### config.mk
export PLATFORM = sky130hd
export DESIGN_NAME = muldiv_seq_flat
export DESIGN_NICKNAME = d
export VERILOG_FILES = /design/src/rtl/alu_pkg.sv /design/src/rtl/muldiv_seq_if.sv /design/src/rtl/muldiv_seq.sv /design/src/flat_wrapper.sv
export SDC_FILE = /design/constraint.sdc
export NUM_CORES = 1
export LEC_CHECK = 0
export CAP_MARGIN = 40
export CORE_MARGIN = 5
export CORE_UTILIZATION = 38
export CTS_BUF_LIST = sky130_fd_sc_hd__clkbuf_8
export CTS_CLUSTER_SIZE = 20
export DETAILED_ROUTE_END_ITERATION = 6
export SLEW_MARGIN = 20
export SYNTH_ARGS = -nofsm -noshare
export SYNTH_HDL_FRONTEND = slang
export SYNTH_SLANG_ARGS = --single-unit
### constraint.sdc
create_clock -name clk -period 25.4 [get_ports clk]
set_input_delay 2.54 -clock clk [delete_from_list [all_inputs] [get_ports clk]]
set_output_delay 2.54 -clock clk [all_outputs]
set_load 0.02 [all_outputs]
### src/rtl/alu_pkg.sv
// Shared definitions for the execute-stage arithmetic units.
// - Op encodings follow RV32M funct3.
// - ST_* is the state encoding of the sequential multiply/divide FSM.
// - is_div() picks out the divide half of the opcode space.
package alu_pkg;

  localparam logic [2:0] OP_MUL    = 3'b000;
  localparam logic [2:0] OP_MULH   = 3'b001;
  localparam logic [2:0] OP_MULHSU = 3'b010;
  localparam logic [2:0] OP_MULHU  = 3'b011;
  localparam logic [2:0] OP_DIV    = 3'b100;
  localparam logic [2:0] OP_DIVU   = 3'b101;
  localparam logic [2:0] OP_REM    = 3'b110;
  localparam logic [2:0] OP_REMU   = 3'b111;

  typedef enum logic [1:0] {
    ST_IDLE = 2'd0,
    ST_CALC = 2'd1,
    ST_DONE = 2'd2
  } state_t;

  function automatic logic is_div(input logic [2:0] op);
    return op[2];
  endfunction

endpackage

### src/rtl/muldiv_seq_if.sv
// Request/response bundle of the sequential multiply/divide unit.
// - in_valid/in_ready with op, input_a, input_b : request handshake
// - out_valid/out_ready with out, is_zero       : response handshake
// - busy                                        : unit is working or holding a result
// master = requester (execute stage), slave = muldiv_seq.
interface muldiv_seq_if #(
  parameter int XLEN = 32
);
  logic            in_valid;
  logic            in_ready;
  logic [2:0]      op;
  logic [XLEN-1:0] input_a;
  logic [XLEN-1:0] input_b;
  logic            out_valid;
  logic            out_ready;
  logic [XLEN-1:0] out;
  logic            is_zero;
  logic            busy;

  modport master (
    output in_valid, op, input_a, input_b, out_ready,
    input  in_ready, out_valid, out, is_zero, busy
  );

  modport slave (
    input  in_valid, op, input_a, input_b, out_ready,
    output in_ready, out_valid, out, is_zero, busy
  );
endinterface

### src/rtl/muldiv_seq.sv
// Iterative RV32M multiply/divide unit (radix-2 shift-add / restoring divide).
// Ports:
// - clk   : rising-edge clock
// - rst_n : asynchronous active-low reset
// - bus   : muldiv_seq_if.slave request/response handshake, out, is_zero, busy
// Operands are converted to magnitudes when accepted; the sign is put back on
// the edge that enters DONE. Divide by zero and signed overflow bypass CALC.
module muldiv_seq
  import alu_pkg::*;
#(
  parameter int XLEN = 32
) (
  input  logic         clk,
  input  logic         rst_n,
  muldiv_seq_if.slave  bus
);

  localparam int CNT_W = $clog2(XLEN + 1);
  localparam logic [XLEN-1:0] MIN_VAL = {1'b1, {(XLEN-1){1'b0}}};

  state_t            r_state;
  state_t            w_state_next;
  logic [2:0]        r_op;
  logic [XLEN-1:0]   r_d;          // multiplicand (mul) or divisor (div) magnitude
  logic [2*XLEN-1:0] r_acc;        // {hi, lo}: product / {remainder, quotient}
  logic [CNT_W-1:0]  r_cnt;
  logic              r_neg;        // final result must be negated
  logic [XLEN-1:0]   r_out;
  logic              r_is_zero;

  // ---------------- accept-time decode ----------------
  logic            w_accept;
  logic            w_a_signed;
  logic            w_b_signed;
  logic            w_neg_a;
  logic            w_neg_b;
  logic [XLEN-1:0] w_mag_a;
  logic [XLEN-1:0] w_mag_b;
  logic            w_b_zero;
  logic            w_ovf;
  logic            w_special;
  logic [XLEN-1:0] w_special_res;
  logic            w_neg_res;

  assign w_accept   = bus.in_valid && (r_state == ST_IDLE);
  assign w_a_signed = (bus.op != OP_MULHU) && (bus.op != OP_DIVU) && (bus.op != OP_REMU);
  assign w_b_signed = w_a_signed && (bus.op != OP_MULHSU);
  assign w_neg_a    = w_a_signed && bus.input_a[XLEN-1];
  assign w_neg_b    = w_b_signed && bus.input_b[XLEN-1];
  assign w_mag_a    = w_neg_a ? -bus.input_a : bus.input_a;
  assign w_mag_b    = w_neg_b ? -bus.input_b : bus.input_b;

  assign w_b_zero  = (bus.input_b == '0);
  assign w_ovf     = ((bus.op == OP_DIV) || (bus.op == OP_REM)) &&
                     (bus.input_a == MIN_VAL) && (bus.input_b == '1);
  assign w_special = is_div(bus.op) && (w_b_zero || w_ovf);
  // op[1] selects the remainder flavour within the divide group
  assign w_special_res = w_b_zero ? (bus.op[1] ? bus.input_a : '1)
                                  : (bus.op[1] ? '0 : MIN_VAL);
  // remainder follows the dividend's sign; everything else is sign(a)^sign(b)
  assign w_neg_res = (is_div(bus.op) && bus.op[1]) ? w_neg_a : (w_neg_a ^ w_neg_b);

  // ---------------- one iteration, shared XLEN+1-bit adder ----------------
  logic [XLEN-1:0]   w_hi;
  logic [XLEN-1:0]   w_lo;
  logic              w_div;
  logic [XLEN:0]     w_add_a;
  logic [XLEN:0]     w_add_b;
  logic [XLEN:0]     w_sum;
  logic [2*XLEN-1:0] w_acc_next;
  logic              w_last;

  assign w_hi  = r_acc[2*XLEN-1:XLEN];
  assign w_lo  = r_acc[XLEN-1:0];
  assign w_div = is_div(r_op);

  // Divide: trial-subtract divisor from {rem, next dividend bit}.
  // Multiply: add multiplicand into the high half when the multiplier bit is 1.
  assign w_add_a = w_div ? {w_hi, w_lo[XLEN-1]} : {1'b0, w_hi};
  assign w_add_b = w_div ? ~{1'b0, r_d} : (w_lo[0] ? {1'b0, r_d} : '0);
  assign w_sum   = w_add_a + w_add_b + {{XLEN{1'b0}}, w_div};

  // w_sum[XLEN] is the borrow of the trial subtraction: restore on borrow
  assign w_acc_next = w_div
      ? (w_sum[XLEN] ? {w_add_a[XLEN-1:0], w_lo[XLEN-2:0], 1'b0}
                     : {w_sum[XLEN-1:0],   w_lo[XLEN-2:0], 1'b1})
      : {w_sum, w_lo[XLEN-1:1]};

  assign w_last = (r_cnt == CNT_W'(XLEN - 1));

  // ---------------- final sign fix-up on the CALC->DONE edge ----------------
  logic [2*XLEN-1:0] w_prod;
  logic [XLEN-1:0]   w_div_sel;
  logic [XLEN-1:0]   w_div_res;
  logic [XLEN-1:0]   w_final;

  assign w_prod    = r_neg ? -w_acc_next : w_acc_next;
  assign w_div_sel = r_op[1] ? w_acc_next[2*XLEN-1:XLEN] : w_acc_next[XLEN-1:0];
  assign w_div_res = r_neg ? -w_div_sel : w_div_sel;
  assign w_final   = w_div ? w_div_res
                   : ((r_op == OP_MUL) ? w_prod[XLEN-1:0] : w_prod[2*XLEN-1:XLEN]);

  // ---------------- FSM ----------------
  always_comb begin
    w_state_next = r_state;
    case (r_state)
      ST_IDLE: if (w_accept) w_state_next = w_special ? ST_DONE : ST_CALC;
      ST_CALC: if (w_last) w_state_next = ST_DONE;
      ST_DONE: if (bus.out_ready) w_state_next = ST_IDLE;
      default: w_state_next = ST_IDLE;
    endcase
  end

  always_ff @(posedge clk or negedge rst_n) begin
    if (!rst_n) begin
      r_state <= ST_IDLE;
    end else begin
      r_state <= w_state_next;
    end
  end

  // ---------------- datapath ----------------
  always_ff @(posedge clk or negedge rst_n) begin
    if (!rst_n) begin
      r_op      <= '0;
      r_d       <= '0;
      r_acc     <= '0;
      r_cnt     <= '0;
      r_neg     <= 1'b0;
      r_out     <= '0;
      r_is_zero <= 1'b0;
    end else begin
      case (r_state)
        ST_IDLE: begin
          if (w_accept) begin
            r_op  <= bus.op;
            r_neg <= w_neg_res;
            r_cnt <= '0;
            if (is_div(bus.op)) begin
              r_d   <= w_mag_b;
              r_acc <= {{XLEN{1'b0}}, w_mag_a};
            end else begin
              r_d   <= w_mag_a;
              r_acc <= {{XLEN{1'b0}}, w_mag_b};
            end
            if (w_special) begin
              r_out     <= w_special_res;
              r_is_zero <= (w_special_res == '0);
            end
          end
        end
        ST_CALC: begin
          r_acc <= w_acc_next;
          r_cnt <= r_cnt + CNT_W'(1);
          if (w_last) begin
            r_out     <= w_final;
            r_is_zero <= (w_final == '0);
          end
        end
        default: ;
      endcase
    end
  end

  assign bus.in_ready  = (r_state == ST_IDLE);
  assign bus.out_valid = (r_state == ST_DONE);
  assign bus.busy      = (r_state != ST_IDLE);
  assign bus.out       = r_out;
  assign bus.is_zero   = r_is_zero;

endmodule

### src/flat_wrapper.sv
// flat-port wrapper written by rule: the top's interface ports become plain ports
module muldiv_seq_flat import alu_pkg::*;
#(
  parameter int XLEN = 32
)
  (clk, rst_n, bus_in_valid, bus_op, bus_input_a, bus_input_b, bus_out_ready, bus_in_ready, bus_out_valid, bus_out, bus_is_zero, bus_busy);
  muldiv_seq_if #(.XLEN(XLEN)) bus_i ();
  input  logic clk;
  input  logic rst_n;
  input wire logic [$bits(bus_i.in_valid)-1:0] bus_in_valid;
  input wire logic [$bits(bus_i.op)-1:0] bus_op;
  input wire logic [$bits(bus_i.input_a)-1:0] bus_input_a;
  input wire logic [$bits(bus_i.input_b)-1:0] bus_input_b;
  input wire logic [$bits(bus_i.out_ready)-1:0] bus_out_ready;
  output wire logic [$bits(bus_i.in_ready)-1:0] bus_in_ready;
  output wire logic [$bits(bus_i.out_valid)-1:0] bus_out_valid;
  output wire logic [$bits(bus_i.out)-1:0] bus_out;
  output wire logic [$bits(bus_i.is_zero)-1:0] bus_is_zero;
  output wire logic [$bits(bus_i.busy)-1:0] bus_busy;
  assign bus_i.in_valid = bus_in_valid;
  assign bus_i.op = bus_op;
  assign bus_i.input_a = bus_input_a;
  assign bus_i.input_b = bus_input_b;
  assign bus_i.out_ready = bus_out_ready;
  assign bus_in_ready = bus_i.in_ready;
  assign bus_out_valid = bus_i.out_valid;
  assign bus_out = bus_i.out;
  assign bus_is_zero = bus_i.is_zero;
  assign bus_busy = bus_i.busy;
  muldiv_seq #(.XLEN(XLEN)) u_core (.clk(clk), .rst_n(rst_n), .bus(bus_i));
endmodule
Yosys cells after proc, flatten, opt, wreduce, memory -nomap -nowiden
Cells that the tools add are included.

Register bits after elaboration: 141. Latch bits: 0. RAM bits: 0. Bits in read-only memories: 0. Bits of input ports: 71. Output and inout port bits: 36. Logic and storage cells: 90. Memories: 0.

Add/sub/neg operators: 7. Multipliers: 0. Divide/modulo/power cells: 0. $lt $le $gt $ge: 0. Equality and inequality tests: 15. Shift-type cells: 0. Multiplexer cells: 35. Bitwise operators: 2. Reductions and logical operators: 23.

Operators by type and width (count): 32-bit 2-to-1 mux (15); 64-bit 2-to-1 mux (4); 64-bit case mux with 2 select lines (1); 32-bit zero test (3); 32-bit negation (3); 33-bit 2-to-1 mux (2); 32-bit == test (second input constant) (2); 64-bit negation (1); 32-bit case mux with 2 select lines (1); 33-bit by 1-bit adder with 33-bit output (1); 33-bit adder (1); 32-bit NOT with 33-bit output (1); 6-bit case mux with 2 select lines (1); 1-bit logical AND (10); 2-bit 2-to-1 mux (4); 6-bit by 1-bit adder with 6-bit output (second input constant) (1); 3-bit == test (second input constant) (2); 6-bit by 5-bit == test with 1-bit output (second input constant) (1); 6-bit 2-to-1 mux (1); 2-bit by 1-bit != test with 1-bit output (second input constant) (3); 3-bit by 2-bit != test with 1-bit output (second input constant) (2); 3-bit != test (second input constant) (2); 2-bit case mux with 3 select lines (1); 1-bit 2-to-1 mux (4); other kinds (12) (15).

Depth between registers and ports, before layout
Depth after elaboration: 13. Mapped depth: 41.

Worst setup path before layout
Ideal clock, no wire load.

Path kind: reg-to-reg. Start: register u_core.r_op[2]. End: register u_core.r_out[30], in the netlist u_core.bus.out[30]. Arrival: 8205 ps. Data required time: 25267 ps. Setup slack: 17062 ps. Stages on the path, launching flop included: 40. Period minus slack after synthesis: 8338 ps. Path through: dfrtp_1 -> buf_2 -> buf_2 -> buf_2 -> buf_2 -> buf_2 -> buf_2 -> buf_2 -> buf_2 -> buf_2 -> clkbuf_1 -> buf_2 -> buf_2 -> buf_2 -> buf_1 -> o21ai_0 -> inv_1 -> fa_1 -> (+4 left out) -> nand2_2 -> a211o_1 -> buf_6 -> mux2_4 -> o31ai_1 -> inv_1 -> ha_1 -> o21ai_1 -> or3_1 -> or2_1 -> nor3_1 -> nand4_1 -> o31ai_1 -> xor2_1 -> o21ai_0 -> mux2_2 -> o211ai_1 -> o21ai_0.

Cells in the longest elaborated chain, start to end: 11. Elaborated cells between the ends (all ways): 16. Classes of those cells: 4 x add/sub; 11 x mux; 1 x reduce/logical.

Ends and longest elaborated chain: from (decl) (line muldiv_seq.sv:23) `logic [2:0] r_op;`; from (signal assigned) (line muldiv_seq.sv:136) `r_op <= bus.op;`; 33-bit 2-to-1 mux, on equally long branches (line muldiv_seq.sv:79, muldiv_seq.sv:80); 33-bit adder (line muldiv_seq.sv:81) `assign w_sum = w_add_a + w_add_b + {{XLEN{1'b0}}, w_div};`; 33-bit by 1-bit adder with 33-bit output (line muldiv_seq.sv:81); 64-bit 2-to-1 mux (2 in series) (line muldiv_seq.sv:85) `? (w_sum[XLEN] ? {w_add_a[XLEN-1:0], w_lo[XLEN-2:0], 1'b0}`; 64-bit negation / 32-bit 2-to-1 mux (equally long branches) (line muldiv_seq.sv:97, muldiv_seq.sv:98); 64-bit 2-to-1 mux / 32-bit negation (equally long branches) (line muldiv_seq.sv:97, muldiv_seq.sv:99); 32-bit 2-to-1 mux, on equally long branches (line muldiv_seq.sv:101, muldiv_seq.sv:99); 32-bit 2-to-1 mux (*) (line muldiv_seq.sv:100) `assign w_final = w_div ? w_div_res`; 32-bit 2-to-1 mux (*) (line muldiv_seq.sv:155) `if (w_last) begin`; 32-bit case mux with 2 select lines (*) (line muldiv_seq.sv:133) `case (r_state)`; to (signal assigned) (line muldiv_seq.sv:147) `r_out <= w_special_res;`; to (signal assigned) (line muldiv_seq.sv:156) `r_out <= w_final;`; to (decl) (line muldiv_seq.sv:28) `logic [XLEN-1:0] r_out;`.

Mark *: on every way between the ends. The rest lies on a longest branch, timed or not. The select of a mux whose other input is x is not followed. A chain may end at the register's enable or synchronous reset.

Worst setup path after layout
Start: register u_core.r_op[2]. End: register u_core.r_out[18], in the netlist u_core.bus.out[18].

The elaborated chain is that of the path after synthesis.

==> run_results.csv <==
group,metric,value,unit
cells_and_area,design.final.nets,2541,
floorplan,die-area,0.0497,mm^2
synth,yosys_warnings,0,
grt,grt_usage,31.4,%
grt,overflow,0,
synth,synth-edff-count,0,
cells_and_area,drive_above_1_share,7.12,%
synth,synth_cell_type_count,95,
cells_and_area,syn_to_final_growth,10.8,%
floorplan,die_h,223,um
placement,portBuffers,106,
synth,yosys.area.top_type,"dfrtp_1",
timing,maxSlewViolCount,0,
cells_and_area,antenna_cells,0,
timing,tightest_slew,1.03,ns
clock_tree,cts-root-buf,"clkbuf_8",
cells_and_area,final_common_cell,"nand2_1",
drt,vias_per_cell,6.60,
floorplan,start_util,38.2,%
critical_path,critPathMaxFanout,32,
floorplan,ios,107,
cells_and_area,stdcell_count,3043,
synth,synth_top_flop_cell,"dfrtp_1",
clock_tree,cts_tree,"yes",
clock_tree,postCtsResizedCells,0,
critical_path,worst-setup-path-type,"reg2reg",
clock_tree,cts_hold_buf,0,
floorplan,die_w,223,um
drt,drtIter0Drc,2866,
synth,synthArstFlopShare,100,%
timing,tns,0,ns
synth,syn_area_per_cell,7.03,um^2
critical_path,path_cells,"nor2_4, mux2i_1, fa_1, inv_1, fa_1, a211oi_1, o211ai_1, nand2_2, a211o_1, mux2_4, o31ai_1, inv_1, ha_1, o21ai_1, or3_1, or2_1, nor3_1, nand4_1, nor3_1, a211oi_1, and2_1, a211oi_1, a31oi_1, a21oi_1",
drt,maxUsedRoutingLayer,"met4",
timing,setup_viol,0,
drt,ant_nets,0,
cells_and_area,layout_common_cells,"nand2_1, o21ai_0, nor2_1",
drt,drt-met1-wl,33800,um
timing,final_hold_viol_count,0,
drt,met2_length,35500,um
synth,netlist_instances,2450,
timing,fin_crit,7.97,ns
synth,synthTopCellsByArea,"dfrtp_1, o21ai_0, a21oi_1",
clock_tree,cts_sinks,141,
drt,drt-pass1-iter-count,7,
placement,hpwl,63500,um
synth,yosys_register_bits,141,
timing,finClkSkew,0.0399,ns
critical_path,crit_path_max_incr_delay,0.67,ns
timing,timing.final.crit_share,31.4,%
critical_path,cp-end-kind,"flop",
critical_path,required,25.84,ns
critical_path,cp_top_family,"simple AND/OR/NAND/NOR gates",
timing,relSlewSlack,31.5,%
floorplan,rows,78,
critical_path,worstPathArrival,8.42,ns
clock_tree,insertion_delay,0.55,ns
synth,syn_area,0.0172,mm^2
clock_tree,clockBufferDepth,2,
run_status,status,"completed",
synth,synth_top_area_share,20.5,%
synth,yosysSeqAreaShare,20.5,%
critical_path,crit_path_start_kind,"flop",
placement,gp_congestion,1.03,
drt,dr_wl_met3,8020,um
clock_tree,cts_buffers,17,
critical_path,crit_slowest_cell,"nor2_4",
timing,max_freq,0.125,GHz
placement,placed_cells,3009,
job,maxCapViolCount,0,
grt,antenna_found_initial,1,
drt,routed_wl,81600,um
worst_hold_path,hold_path.class,"reg2reg",
drt,vias,20087,
floorplan,core-area,0.0451,mm^2
timing,whs,0.511,ns
critical_path,cp_common_cell,"a211oi_1",
drt,drc,0,
grt,grt_max_degree,110,
critical_path,crit_buf_inv,2,
grt,grt_first_pass_wirelength,120000,um
timing,rsz0062_at_grt,"false",
cells_and_area,fin_util,42.3,%
clock_tree,path_clk_slew,0.09,ns
clock_tree,cts_setup_buffers,0,
clock_tree,htreeDepth,4,
synth,syn_nets,2561,
drt,routedWlPerCell,26.8,um
grt,first_global_vias,18291,
[layout make-up]
type / count / area [um^2]
fill: 4717 / 26000
multi-input combinational: 2077 / 12800
sequential: 141 / 3530
timing repair buffer: 150 / 1460
tap: 600 / 751
clock buffer: 17 / 234
inverter: 43 / 163
clock inverter: 15 / 153
[cells in the mapped netlist (27+ instances only)]
master	n
a211oi_1	37
a21oi_1	206
a31oi_1	43
buf_2	33
clkbuf_1	133
dfrtp_1	141
ha_1	38
inv_1	40
mux2_2	38
mux2i_1	46
nand2_1	266
nand2b_1	30
nand3_1	94
nand4_1	41
nor2_1	252
nor2b_1	27
nor3_1	104
o211ai_1	32
o21ai_0	248
o221ai_1	31
or3_1	35
xnor2_1	76
xor2_1	55
[worst paths after layout]
check | from | endpoint | slack (ns) | cells after the start
worst max-delay path | u_core.r_op[2]$_DFFE_PN0P_ | u_core.bus.out[18]$_DFFE_PN0P_ | 17.43 | 24
worst min-delay path | u_core.r_d[8]$_DFFE_PN0P_ | u_core.r_d[8]$_DFFE_PN0P_ | 0.51 | 1
worst max register to register | u_core.r_op[2]$_DFFE_PN0P_ | u_core.bus.out[18]$_DFFE_PN0P_ | 17.43 | 24
worst min register to register | u_core.r_d[8]$_DFFE_PN0P_ | u_core.r_d[8]$_DFFE_PN0P_ | 0.51 | 1
max in group asynchronous | rst_n | u_core.r_neg$_DFFE_PN0P_ | 22.14 | 3
min in group asynchronous | rst_n | u_core.r_cnt[0]$_DFFE_PN0P_ | 2.05 | 1
[kinds of logic after synthesis]
family / share of synthesized area (%)
simple gates: 26.9
compound gates: 31.8
buf+inv: 5.61
flops: 20.5
xor+xnor: 6.66
mux: 5.51
fa+ha+maj: 2.99
[metal layers]
layer | track usage, % | vias up
li1 | - | 9100
met1 | 42.6 | 9651
met2 | 47.3 | 1123
met3 | 7.70 | 213
met4 | 14.1 | 0
met5 | 0 | -
[flip-flops by register name, summed over array words and instances (netlist names)]
name	cells
u_core.r_op	3
u_core.r_d	32
u_core.r_cnt	6
u_core.bus.out	32
u_core.bus.is_zero	1
u_core.r_state	2
u_core.r_acc	64
u_core.r_neg	1
[stage by stage]
step	worst slack, ns	instance area [um^2]
2_1_floorplan	17.06	17200
3_3_place_gp	17.24	18500
3_5_place_dp	17.66	18700
4_1_cts	17.65	19000
6_report	17.43	19100
5_1_grt	17.01	19100
Power is not shown: default switching activity piles up to over one toggle a cycle in this logic, so the estimate is an artifact.
